[src/rtl/reg8_wr_arbiter_if.sv]
// Write-request bus between two requesters (A, B) and the reg8 write arbiter,
// plus the EN/D drive toward the register bank.
interface reg8_wr_arbiter_if #(
  parameter int NUM_REGS = 4,
  parameter int ADDR_W   = 2
);
  logic              req_a;
  logic [ADDR_W-1:0] addr_a;
  logic [7:0]        data_a;
  logic              req_b;
  logic [ADDR_W-1:0] addr_b;
  logic [7:0]        data_b;
  logic              hold;
  logic [NUM_REGS-1:0] en;
  logic [7:0]        d_out;
  logic              ack_a;
  logic              ack_b;
  logic              busy;

  modport master (
    output req_a, addr_a, data_a, req_b, addr_b, data_b, hold,
    input  en, d_out, ack_a, ack_b, busy
  );

  modport slave (
    input  req_a, addr_a, data_a, req_b, addr_b, data_b, hold,
    output en, d_out, ack_a, ack_b, busy
  );
endinterface

[src/rtl/reg8_wr_arbiter.sv]
// Round-robin write arbiter: two requesters share one EN/D port into a bank of
// NUM_REGS 8-bit registers; each write is a single registered EN cycle.
module reg8_wr_arbiter #(
  parameter int NUM_REGS = 4,
  parameter int ADDR_W   = 2
) (
  input logic              clk,
  input logic              rst,
  reg8_wr_arbiter_if.slave bus
);
  localparam logic [0:0] S_IDLE  = 1'b0;
  localparam logic [0:0] S_WRITE = 1'b1;

  typedef struct packed {
    logic [ADDR_W-1:0] addr;
    logic [7:0]        data;
  } wr_req_t;

  logic [0:0]          state;
  logic                last_b;
  logic                win_b;
  logic                any_req;
  logic                pick_b;
  wr_req_t             sel;
  logic [NUM_REGS-1:0] sel_en;

  // On contention the requester that did not win last time takes the grant.
  always_comb begin
    any_req = bus.req_a | bus.req_b;
    pick_b  = bus.req_b & (~bus.req_a | ~last_b);
    sel     = pick_b ? wr_req_t'{bus.addr_b, bus.data_b}
                     : wr_req_t'{bus.addr_a, bus.data_a};
    sel_en  = '0;
    // Out-of-range addresses match no bit, so the write is acked but dropped.
    for (int i = 0; i < NUM_REGS; i++)
      if (sel.addr == ADDR_W'(i)) sel_en[i] = 1'b1;
  end

  always_ff @(posedge clk or posedge rst) begin
    if (rst) begin
      state     <= S_IDLE;
      last_b    <= 1'b1;
      win_b     <= 1'b0;
      bus.en    <= '0;
      bus.d_out <= 8'h00;
      bus.ack_a <= 1'b0;
      bus.ack_b <= 1'b0;
      bus.busy  <= 1'b0;
    end else begin
      case (state)
        S_IDLE: begin
          if (!bus.hold && any_req) begin
            state     <= S_WRITE;
            win_b     <= pick_b;
            bus.en    <= sel_en;
            bus.d_out <= sel.data;
            bus.ack_a <= ~pick_b;
            bus.ack_b <= pick_b;
            bus.busy  <= 1'b1;
          end
        end
        default: begin
          // d_out keeps the last written value through IDLE.
          state     <= S_IDLE;
          last_b    <= win_b;
          bus.en    <= '0;
          bus.ack_a <= 1'b0;
          bus.ack_b <= 1'b0;
          bus.busy  <= 1'b0;
        end
      endcase
    end
  end
endmodule
[src/flat_wrapper.sv]
// flat-port wrapper written by rule: the top's interface ports become plain ports
module reg8_wr_arbiter_flat 
#(
  parameter int NUM_REGS = 4,
  parameter int ADDR_W   = 2
)
  (clk, rst, bus_req_a, bus_addr_a, bus_data_a, bus_req_b, bus_addr_b, bus_data_b, bus_hold, bus_en, bus_d_out, bus_ack_a, bus_ack_b, bus_busy);
  reg8_wr_arbiter_if #(.NUM_REGS(NUM_REGS), .ADDR_W(ADDR_W)) bus_i ();
  input logic clk;
  input logic rst;
  input wire logic [$bits(bus_i.req_a)-1:0] bus_req_a;
  input wire logic [$bits(bus_i.addr_a)-1:0] bus_addr_a;
  input wire logic [$bits(bus_i.data_a)-1:0] bus_data_a;
  input wire logic [$bits(bus_i.req_b)-1:0] bus_req_b;
  input wire logic [$bits(bus_i.addr_b)-1:0] bus_addr_b;
  input wire logic [$bits(bus_i.data_b)-1:0] bus_data_b;
  input wire logic [$bits(bus_i.hold)-1:0] bus_hold;
  output wire logic [$bits(bus_i.en)-1:0] bus_en;
  output wire logic [$bits(bus_i.d_out)-1:0] bus_d_out;
  output wire logic [$bits(bus_i.ack_a)-1:0] bus_ack_a;
  output wire logic [$bits(bus_i.ack_b)-1:0] bus_ack_b;
  output wire logic [$bits(bus_i.busy)-1:0] bus_busy;
  assign bus_i.req_a = bus_req_a;
  assign bus_i.addr_a = bus_addr_a;
  assign bus_i.data_a = bus_data_a;
  assign bus_i.req_b = bus_req_b;
  assign bus_i.addr_b = bus_addr_b;
  assign bus_i.data_b = bus_data_b;
  assign bus_i.hold = bus_hold;
  assign bus_en = bus_i.en;
  assign bus_d_out = bus_i.d_out;
  assign bus_ack_a = bus_i.ack_a;
  assign bus_ack_b = bus_i.ack_b;
  assign bus_busy = bus_i.busy;
  reg8_wr_arbiter #(.NUM_REGS(NUM_REGS), .ADDR_W(ADDR_W)) u_core (.clk(clk), .rst(rst), .bus(bus_i));
endmodule
[config.mk]
export PLATFORM = sky130hd
export DESIGN_NAME = reg8_wr_arbiter_flat
export DESIGN_NICKNAME = d
export VERILOG_FILES = /design/src/rtl/reg8_wr_arbiter_if.sv /design/src/rtl/reg8_wr_arbiter.sv /design/src/flat_wrapper.sv
export SDC_FILE = /design/constraint.sdc
export NUM_CORES = 1
export LEC_CHECK = 0
export CAP_MARGIN = 30
export CORE_AREA = 2 2 58 60
export CTS_CLUSTER_DIAMETER = 30
export DETAILED_ROUTE_END_ITERATION = 8
export DIE_AREA = 0 0 60 62
export PLACE_DENSITY = 0.67
export SYNTH_ARGS = -nofsm -noshare
export SYNTH_HDL_FRONTEND = slang
export SYNTH_SLANG_ARGS = --single-unit
[constraint.sdc]
create_clock -name clk -period 2.01 [get_ports clk]
set_input_delay 0.402 -clock clk [delete_from_list [all_inputs] [get_ports clk]]
set_output_delay 0.402 -clock clk [all_outputs]
set_load 0.1 [all_outputs]
## Word-level counts from Yosys, hierarchy flattened

Index checks and enable logic that the tools add are counted.

- Eq/ne operators: 3
- Muxes and demuxes: 15
- Bitwise operators: 7
- Reductions and logical operators: 5

Operators with widths:

| operator | count |
|---|---|
| 2-to-1 mux 1 bit | 12 |
| 2-to-1 mux 10 bit | 1 |
| 2-to-1 mux 4 bit | 2 |
| equality test 2 bit (second input constant) | 2 |
| inverter 1 bit | 4 |
| equality test 2 x 1 -> 1 bit (second input constant) | 1 |
| zero test 2 bit | 1 |
| OR 1 bit | 2 |
| AND reduction 2 bit | 1 |
| nonzero test 2 bit | 1 |
| bitwise AND 1 bit | 1 |
| logical AND 1 bit | 1 |
| zero test 1 bit | 1 |

- Register bits: 18
- Bits of input ports: 25
- Logic and storage cells: 38

## Longest topological paths before layout

- Depth in word-level cells: 8
- Mapped depth: 5
- Gate-level depth less buffers: 4

## Least setup slack after synthesis

Ideal clock, no wire load.

- Kind: input -> register
- Start point: in bus_req_b
- End point: reg u_core.bus.d_out[0]
- Setup time: 126 ps
- Arrival time: 1322 ps
- Slack: 562 ps
- Cell stages on the path: 4
- Cells stage by stage: a21boi_4 -> buf_6 -> mux2_4 -> mux2_4

- Cells in the longest elaborated chain, start to end: 3
- Elaborated cells on any way between the ends: 5
- Those cells by class: mux (1); bitwise (2); reduce/logical (2)

RTL lines:

| what | RTL line | text |
|---|---|---|
| start, declared | flat_wrapper.sv:14 | `input wire logic [$bits(bus_i.req_b)-1:0] bus_req_b;` |
| OR 1 bit | reg8_wr_arbiter.sv:29 | `any_req = bus.req_a \| bus.req_b;` |
| logical AND 1 bit | reg8_wr_arbiter.sv:52 | `if (!bus.hold && any_req) begin` |
| AND reduction 2 bit (no line) | -- |  |
| end signal, assigned | reg8_wr_arbiter.sv:56 | `bus.d_out <= sel.data;` |
| end, declared | reg8_wr_arbiter_if.sv:27 | `output en, d_out, ack_a, ack_b, busy` |

Parallel ways exist; a longest one is shown, timed or not.
A chain may end at the register's enable or synchronous reset.

## Worst setup path in the final report

- Start point: in bus_req_b
- End point: reg u_core.bus.d_out[4]

Same word-level chain as after synthesis.

==> out/results.ini <==
[power]
switching_power_mw=0.688
p_seq_share_pct=33.6
power_mw=1.44
p_int_mw=0.756
clockPowerShare_pct=12.9
power_frac_comb_pct=53.5
power_leakage_nw=0.638
power.density_nw_per_um2=1030
vdd_drop_max_mv=0.506
p_sw_share_pct=47.7

[clock_network]
cts_buffers=3
post_cts_resized=0
clockRootBuffer=clkbuf_4
path_clk_slew_ps=100
clock_sinks=18
cts-hold-fix-buffers=0
clock_latency_ps=290
post_cts_buffers=0
h-tree-depth=1
cts.path.max_buffers=2
cts_tree=yes

[floorplanning]
io_pins=40
die_h_um=62
core_um2=3180
initial_utilization_pct=28.5
die_w_um=60
num_rows=21
die_area_um2=3720

[logic_synthesis]
netlist.area_leader.share_pct=47.0
synth-edff-count=0
ys_top_cells_by_area=dfrtp_1 (47%), mux2_4 (13%), mux2_2 (12%)
yosysWarnings=0
async_flop_share_pct=100
postSynthCellCount=69
seq_area_frac_synth_pct=49.9
ys_top_cells_by_count=dfrtp_1 (17), mux2_2 (10), mux2_4 (8)
synth_top_area_cell=dfrtp_1
synth_cell_type_count=22
syn_avg_cell_area_um2=13.1
netlist_area_um2=906
ys.flop_type=dfrtp_1
ys_seq_elements=18
syn-num-nets=94
synth_most_common_cell=dfrtp_1

[placement]
place.gp.congestion=0.750
io_buffer_count=39
place_area_um2=1370
hpwl_mm=1.66

[sta]
clock_skew_ps=5.29
setup_tns_ps=0
min_period_over_period_pct=83.9
tightest_slew_ps=439
drv_slew=0
whs_ps=419
period_needed_ps=1690
finalHoldViolCount=0
slew-limit-headroom_pct=70.7
setup_viol=0
clock.fmax_mhz=593
rsz0062_at_grt=no

[detailed_routing]
ant_nets=0
avgRoutedWirePerCell_um=12.9
via_per_inst=4.46
drc=0
via_count=731
first_pass_iters=2
routed_wl_mm=2.12
drt-initial-drc-count=3

[critical_path]
timing.critical_path.buf_inv=2
crit_fanout=4
critPathMaxStageDelay_ps=530
end_kind=flip-flop
crit_top_cell=mux2_2
reg2reg_depth=5
crit_slowest_cell=clkdlybuf4s50_1
cp_data_arrival_time_ps=1870
required_ps=2190
cp_cell_sequence=clkdlybuf4s50_1, a21boi_4, buf_4, mux2_2, mux2_2
path_delay_family=buffers and inverters
start_kind=input port
path_depth=5
critPathKind=in2reg

[finish]
fillers=303
post-route-util_pct=43.9
num_antenna_cells=0
final_area_um2=1400
final_net_count=144
drive_above_1_share_pct=39.8
area_growth_pct=54.1

[global_route]
antenna_found_initial=0
grt_usage_pct=12.4
grt_pass1_vias=801
overflow=0
grt_start_max_net_pins=19
grt_first_pass_wirelength_mm=3.39

[job]
max-cap-violations=0

[run_status]
outcome=finished, final reports clean

[min_path]
hp-class=in2async

-- final timing paths --
path | end | start | slack [ps]
max | u_core.bus.d_out[4]$_DFFE_PP0P_ | bus_req_b | 320
min | u_core.bus.d_out[4]$_DFFE_PP0P_ | rst | 420
max reg2reg | u_core.bus.d_out[4]$_DFFE_PP0P_ | u_core.state$_DFF_PP0_ | 490
min reg2reg | u_core.bus.ack_a$_DFFE_PP0P_ | u_core.bus.ack_a$_DFFE_PP0P_ | 500
max in group asynchronous | u_core.last_b$_DFFE_PP1P_ | rst | 1330
min in group clk | u_core.bus.ack_a$_DFFE_PP0P_ | u_core.bus.ack_a$_DFFE_PP0P_ | 500
-- placed cells by master (no fill, tap or decap), drive strengths merged, types with 2 or more instances in the layout --
master / synthesis / final
mux2: 18 / 18
inv: 6 / 6
o221ai: 2 / 2
a21oi: 2 / 2
clkdlybuf4s50: 0 / 24
o41ai: 2 / 2
buf: 2 / 23
mux2i: 2 / 2
nor2b: 2 / 2
nand3: 5 / 5
dfrtp: 17 / 17
clkbuf: 0 / 4
nor2: 2 / 2
-- cells by family after synthesis --
kind of cell,Yosys count,share of synthesized area [%]
AOI/OAI and AO/OA,11,10.5
and+or+nand+nor,12,7.18
DFF,18,49.9
muxes,20,27.9
buffers and inverters,8,4.56
-- per-layer routing --
metal  share of wire [%]  wire length (um)  GRT usage [%]
met1                  42               885           14.1
met2                  52              1100           21.7
met3                 5.5               117           3.52
met4                0.80                17           5.71
met5                   0                 0              0
-- worst reg2reg max path: cells and delay by family, from the launching register on --
| family | cells | cell delay, ps |
|---|---|---|
| flip-flops | 1 | 460 |
| multiplexers | 1 | 340 |
| buffers and inverters | 2 | 290 |
| AND/OR/NAND/NOR | 1 | 170 |
| AO/OA/AOI/OAI | 1 | 140 |
-- state kept, by name, summed over array words and instances, names as in the netlist --
register          flops
u_core.bus.ack_a      1
u_core.bus.ack_b      1
u_core.bus.busy       1
u_core.bus.d_out      8
u_core.bus.en         4
u_core.last_b         1
u_core.state          1
u_core.win_b          1
-- power groups by stage --
stage / Sequential (mW) / Combinational (mW) / Clock [mW]
after floorplan: 0.898 / 0.166 / 0
after global placement: 0.492 / 0.769 / 0
final: 0.485 / 0.772 / 0.186
after detailed placement: 0.492 / 0.777 / 0
after global routing: 0.495 / 0.802 / 0.206
after CTS: 0.487 / 0.777 / 0.195
-- stage by stage --
step	instances	worst slack (ps)
global route	164	286
CTS	164	325
detailed placement	160	25.9
floorplan	69	562
global placement	160	76.2
finish	164	324
-- final cells by class --
class,instances,area (um2),share of cell area (%)
clock buffers,4,26.3,1.88
inverters,6,22.5,1.61
multi-input cells,43,413,29.6
flip-flops and latches,18,452,32.3
well taps,46,57.6,4.12
repair buffers,47,425,30.5
(Power assumes the default switching activity.)
